$ cat src/rtl/lfsr_pkg.sv
// rtl/lfsr_pkg.sv - shared LFSR constants, maximal-length tap table and step function
package lfsr_pkg;

  localparam int unsigned    LFSR_DEF_WIDTH = 5;
  localparam logic [4:0]     LFSR_DEF_TAPS  = 5'b00101;
  localparam logic [4:0]     LFSR_DEF_SEED  = 5'b00001;

  // Masks for the right-shifting form: bit i set means state[i] feeds the XOR.
  function automatic logic [31:0] lfsr_table_taps(input int unsigned width);
    logic [31:0] taps;
    taps = 32'h0;
    case (width)
      3:  taps = 32'h0000_0003;
      4:  taps = 32'h0000_0003;
      5:  taps = 32'h0000_0005;
      6:  taps = 32'h0000_0003;
      7:  taps = 32'h0000_0003;
      8:  taps = 32'h0000_001D;
      9:  taps = 32'h0000_0011;
      10: taps = 32'h0000_0009;
      11: taps = 32'h0000_0005;
      12: taps = 32'h0000_0941;
      13: taps = 32'h0000_1601;
      14: taps = 32'h0000_2A01;
      15: taps = 32'h0000_0003;
      16: taps = 32'h0000_100B;
      17: taps = 32'h0000_0009;
      18: taps = 32'h0000_0081;
      19: taps = 32'h0006_2001;
      20: taps = 32'h0000_0009;
      21: taps = 32'h0000_0005;
      22: taps = 32'h0000_0003;
      23: taps = 32'h0000_0021;
      24: taps = 32'h0000_0087;
      25: taps = 32'h0000_0009;
      26: taps = 32'h0310_0001;
      27: taps = 32'h0640_0001;
      28: taps = 32'h0000_0009;
      29: taps = 32'h0000_0005;
      30: taps = 32'h2500_0001;
      31: taps = 32'h0000_0009;
      32: taps = 32'hC000_0401;
      default: taps = 32'h0;
    endcase
    return taps;
  endfunction

  // One plain Fibonacci step; the all-zero lock-up guard is left to the caller.
  function automatic logic [31:0] lfsr_next(input logic [31:0] state,
                                            input logic [31:0] taps,
                                            input int unsigned width = LFSR_DEF_WIDTH);
    logic [31:0] mask;
    logic [31:0] s;
    logic        fb;
    mask = (width >= 32) ? 32'hFFFF_FFFF : ((32'd1 << width) - 32'd1);
    s    = state & mask;
    fb   = ^(s & taps);
    return (s >> 1) | (32'(fb) << (width - 1));
  endfunction

endpackage

$ cat src/rtl/lfsr5_gen.sv
// rtl/lfsr5_gen.sv - free-running Fibonacci LFSR, right shift with feedback into the MSB
module lfsr5_gen
  import lfsr_pkg::*;
#(
  parameter int unsigned      WIDTH = LFSR_DEF_WIDTH,
  parameter logic [WIDTH-1:0] TAPS  = WIDTH'(lfsr_table_taps(WIDTH)),
  parameter logic [WIDTH-1:0] SEED  = WIDTH'(1)
) (
  input  logic             clk,
  input  logic             reset,
  output logic [WIDTH-1:0] lfsr
);

  if (WIDTH < 3 || WIDTH > 32) begin : g_bad_width
    $error("lfsr5_gen: WIDTH must be in 3..32");
  end
  if (SEED == '0) begin : g_bad_seed
    $error("lfsr5_gen: SEED must be nonzero");
  end
  if (TAPS[0] != 1'b1) begin : g_bad_taps
    $error("lfsr5_gen: TAPS[0] must be set");
  end

  // Initialiser gives a valid state from power-up even if reset never asserts.
  logic [WIDTH-1:0] r_lfsr = SEED;
  logic             w_fb;
  logic [WIDTH-1:0] w_next;

  assign w_fb   = ^(r_lfsr & TAPS);
  assign w_next = {w_fb, r_lfsr[WIDTH-1:1]};

  always_ff @(posedge clk) begin
    if (reset || (r_lfsr == '0)) begin
      r_lfsr <= SEED;
    end else begin
      r_lfsr <= w_next;
    end
  end

  assign lfsr = r_lfsr;

endmodule

$ cat config.mk
export PLATFORM = sky130hd
export DESIGN_NAME = lfsr5_gen
export DESIGN_NICKNAME = d
export VERILOG_FILES = /design/src/rtl/lfsr_pkg.sv /design/src/rtl/lfsr5_gen.sv
export SDC_FILE = /design/constraint.sdc
export NUM_CORES = 1
export LEC_CHECK = 0
export ABC_CLOCK_PERIOD_IN_PS = 800
export CORE_AREA = 2 2 39 41
export CTS_BUF_LIST = sky130_fd_sc_hd__clkbuf_4 sky130_fd_sc_hd__clkbuf_8
export DETAILED_ROUTE_END_ITERATION = 16
export DIE_AREA = 0 0 41 43
export PLACE_DENSITY = 0.31
export SYNTH_ARGS = -nofsm -noshare
export SYNTH_HDL_FRONTEND = slang
export SYNTH_SLANG_ARGS = --single-unit
$ cat constraint.sdc
create_clock -name clk -period 0.8 [get_ports clk]
set_input_delay 0.08 -clock clk [delete_from_list [all_inputs] [get_ports clk]]
set_output_delay 0.08 -clock clk [all_outputs]
set_load 0.05 [all_outputs]
### Word-level counts from Yosys, hierarchy flattened

Index checks and enable logic that the tools add are counted.

| word-level totals | value |
|---|---|
| flip-flop bits (word level) | 5 |
| bits of input ports | 2 |
| output and inout port bits | 5 |
| logic and storage cells | 4 |

| operators by class | value |
|---|---|
| reductions and logical operators | 3 |

Operators with widths:

| kind | count |
|---|---|
| $logic_not 5->1 | 1 |
| $reduce_xor 5->1 | 1 |
| $logic_or 1x1->1 | 1 |

### Longest topological paths before layout

| logic depth | value |
|---|---|
| depth after elaboration | 2 |
| mapped depth | 2 |

### Worst setup path before layout

OpenSTA, ideal clock, no wires.

| timing | value |
|---|---|
| kind | flip-flop to flip-flop |
| start | register r_lfsr[2], in the netlist lfsr[2] |
| end | register r_lfsr[4], in the netlist lfsr[4] |
| library setup time | 116 ps |
| arrival time | 879 ps |
| required time | 684 ps |
| setup slack | -195 ps |
| cell stages (with the launch flop) | 3 |
| path buffers | 0 |
| period minus slack after synthesis | 995 ps |
| path through | dfxtp_1 -> xnor2_1 -> nor2_1 |

| on the way | value |
|---|---|
| cells in the longest elaborated chain, start to end | 2 |
| elaborated cells on any way between the ends | 3 |

Ends and longest elaborated chain:

| what | RTL line | source |
|---|---|---|
| start, declared | lfsr5_gen.sv:25 | `logic [WIDTH-1:0] r_lfsr = SEED;` |
| start signal, assigned | lfsr5_gen.sv:36 | `r_lfsr <= w_next;` |
| $logic_not 5->1 | lfsr5_gen.sv:33 | `if (reset \|\| (r_lfsr == '0)) begin` |
| $logic_or 1x1->1 | lfsr5_gen.sv:33 |  |

Several ways; a longest one is shown, not always the timed one.
A chain may end at the register's enable or synchronous reset.

### Worst setup path in the final report

| timing | value |
|---|---|
| start | register r_lfsr[0], in the netlist lfsr[0] |
| end | output lfsr[0] |

RTL lines:

| what | RTL line | source |
|---|---|---|
| end, declared | lfsr5_gen.sv:11 | `output logic [WIDTH-1:0] lfsr` |

No word-level cell between the ends.

==> impl_metrics.py <==
metrics = {
    "power_and_ir_drop": {
        "pwr_density_cell_nw_per_um2": 2270,
        "post-layout-total-power_mw": 0.787,
        "standby_leakage_power_nw": 0.139,
        "ir_drop_uv": 561,
    },
    "drt": {
        "routedWlPerCell_um": 9.03,
        "drt_wl_total_um": 352,
        "antenna_violating_nets_post_route": 0,
        "drtPass1Iterations": 2,
        "drt-vias-per-instance": 3.18,
        "drtIter0Drc": 2,
        "detail_route.drc_violations": 0,
        "via_count": 124,
    },
    "setup_path": {
        "r2r_end": "lfsr[0]",
        "critical_path_cell_count": 1,
        "critPathMaxFanout": 3,
        "critPathBufInv": 1,
        "crit_path_max_incr_delay_ps": 380,
        "reg2reg_depth": 1,
        "worstPathArrival_ps": 760,
        "slowest_stage": "dfxtp_4",
        "reg2reg_slack_ps": 20,
        "critical_path_class": "register to output pin",
        "cp_top_family": "flip-flops",
        "path_cells": "buf_12",
        "critPathCaptureType": "output pin",
        "timing.critical_path.from_type": "register",
        "r2r-start": "lfsr[4]",
        "cp.required_ps": 720,
    },
    "worst_hold_path": {
        "worst_hold_path.num_cells": 2,
        "capture_endpoint_of_the_worst_hold_path": "lfsr[0]",
        "hold_path_class": "register to register",
        "holdCritStartpoint": "lfsr[1]",
    },
    "grt": {
        "globalRoute.totalOverflow": 0,
        "antenna_violations_before_repair": 0,
        "grt_start_max_net_pins": 6,
        "grt_pass1_vias": 161,
        "grt_first_pass_wirelength_um": 655,
        "groute.usage.overall": 0.0623,
    },
    "sta": {
        "finalCritPeriodShare": 1.04,
        "clock_tree_skew_after_final_layout_ps": 0.697,
        "finalWorstPathRequiredPeriod_ps": 836,
        "max_freq_ghz": 1.20,
        "rsz0062_at_grt": "yes",
        "relSlewSlack": 0.845,
        "final-max-slew-violation-count": 0,
        "final_critical_path_setup_slack_ps": -35.6,
        "finalHoldViolations": 0,
        "finalSetupViolations": 5,
        "tightestPinTransition_ps": 230,
    },
    "clock_tree": {
        "clock_tree.buffer_depth": 2,
        "clkSlewWorstSetupHoldPaths_ps": 40,
        "clock_insertion_delay_worst_skew_ps": 240,
        "clock_tree.root_cell": "clkbuf_4",
        "cts_max_level": 1,
        "cts_tree": "yes",
        "tritoncts.num_buffers": 3,
        "cts.sink_count": 5,
    },
    "die": {
        "pin_count": 7,
        "floorplan.die.width_um": 41,
        "die_area_um2": 1760,
        "floorplan.initialDensity": 0.109,
        "placementRows": 14,
        "floorplan.die.height_um": 43,
        "core_area_um2": 1380,
    },
    "yosys": {
        "synthesis.area_per_instance_um2": 12.6,
        "postSynthCellCount": 12,
        "synth.net_count": 14,
        "number_of_register_bits_inferred_by_synthesis": 5,
        "post_synth_instance_area_um2": 151,
        "synthesis.yosys.warnings": 0,
        "seq_area_frac_synth": 0.661,
        "synthDistinctLibCells": 5,
    },
    "job": {
        "drv_cap": 0,
    },
    "cells_and_area": {
        "max_reg_flops": 5,
        "seqCellArea_um2": 116,
        "finalInstanceArea_um2": 347,
        "diodes": 0,
        "final_cell_mix": "buf_12, clkbuf_4, dfxtp_4",
        "filler_cell_count": 148,
        "syn_to_final_growth_pct": 129,
        "nets": 26,
        "layout.cells.most_common": "buf_12",
        "multiInputGateArea_um2": 58.8,
        "final_layout_size_suffix_gt1_frac": 0.739,
        "post-route-util": 0.250,
    },
    "status": {
        "run_status": "finished with violations",
        "failed_checks": "setup timing",
    },
    "place": {
        "final_wtd_congestion": 0.616,
        "dpl-instance-area_um2": 303,
        "portBuffers": 6,
    },
}
[where the power goes]
| part | switching, mW | internal, mW |
|---|---|---|
| Sequential | 0.0271 | 0.267 |
| Combinational | 0.0793 | 0.0903 |
| Clock | 0.101 | 0.222 |
[cell type report]
type	count	area share
Timing Repair Buffer	7	0.350
Multi-Input combinational cell	7	0.170
Clock buffer	4	0.0866
Sequential cell	5	0.336
Tap cell	16	0.0578
[logic make-up (layout without fill, tap and decap cells)]
logic type / Yosys count / after routing / synth area share
simple gates: 5 / 5 / 0.174
buf+inv: 0 / 11 / 0
xor+xnor: 1 / 1 / 0.0579
compound gates: 1 / 1 / 0.107
flops: 5 / 5 / 0.661
[Yosys cell counts]
| master | n | share of area |
|---|---|---|
| xnor2_1 | 1 | 0.058 |
| dfxtp_1 | 5 | 0.66 |
| o41ai_2 | 1 | 0.11 |
| nor2b_1 | 3 | 0.12 |
| nor2_1 | 2 | 0.050 |
[layer usage]
layer,track usage,vias to the layer above,part of all wire,wire length (um)
li1,-,61,-,-
met1,0.0613,57,0.35,122
met2,0.0719,6,0.55,194
met3,0.0262,0,0.099,35
met4,0.100,0,0,0
met5,0,-,0,0
[how the worst max path moves through the flow]
stage	from	slack [ps]	endpoint
final	lfsr[0]	-40	lfsr[0]
after global routing	lfsr[0]	-60	lfsr[0]
after CTS	lfsr[0]	-40	lfsr[0]
after detailed placement	reset	-150	lfsr[0]
after global placement	reset	-130	lfsr[0]
after floorplan	lfsr[4]	4	lfsr[0]
[per-stage QoR]
step	TNS, ps	cells	worst slack (ps)	hold WS, ps
after floorplan	0	12	4.10	142
after global placement	-215	35	-126	432
after detailed placement	-274	35	-147	443
after CTS	-143	39	-39.9	472
after global routing	-234	39	-61.8	484
final	-77.8	39	-35.6	468
[repair_timing]
| action | in CTS | in global routing |
|---|---|---|
| gates cloned | 0 | 0 |
| setup buffers | 1 | 0 |
| endpoints found under the setup margin | 5 | 7 |
| resized for setup | 1 | 2 |
| hold buffers | 0 | 0 |
No activity file was read; power rests on OpenSTA's default activity.
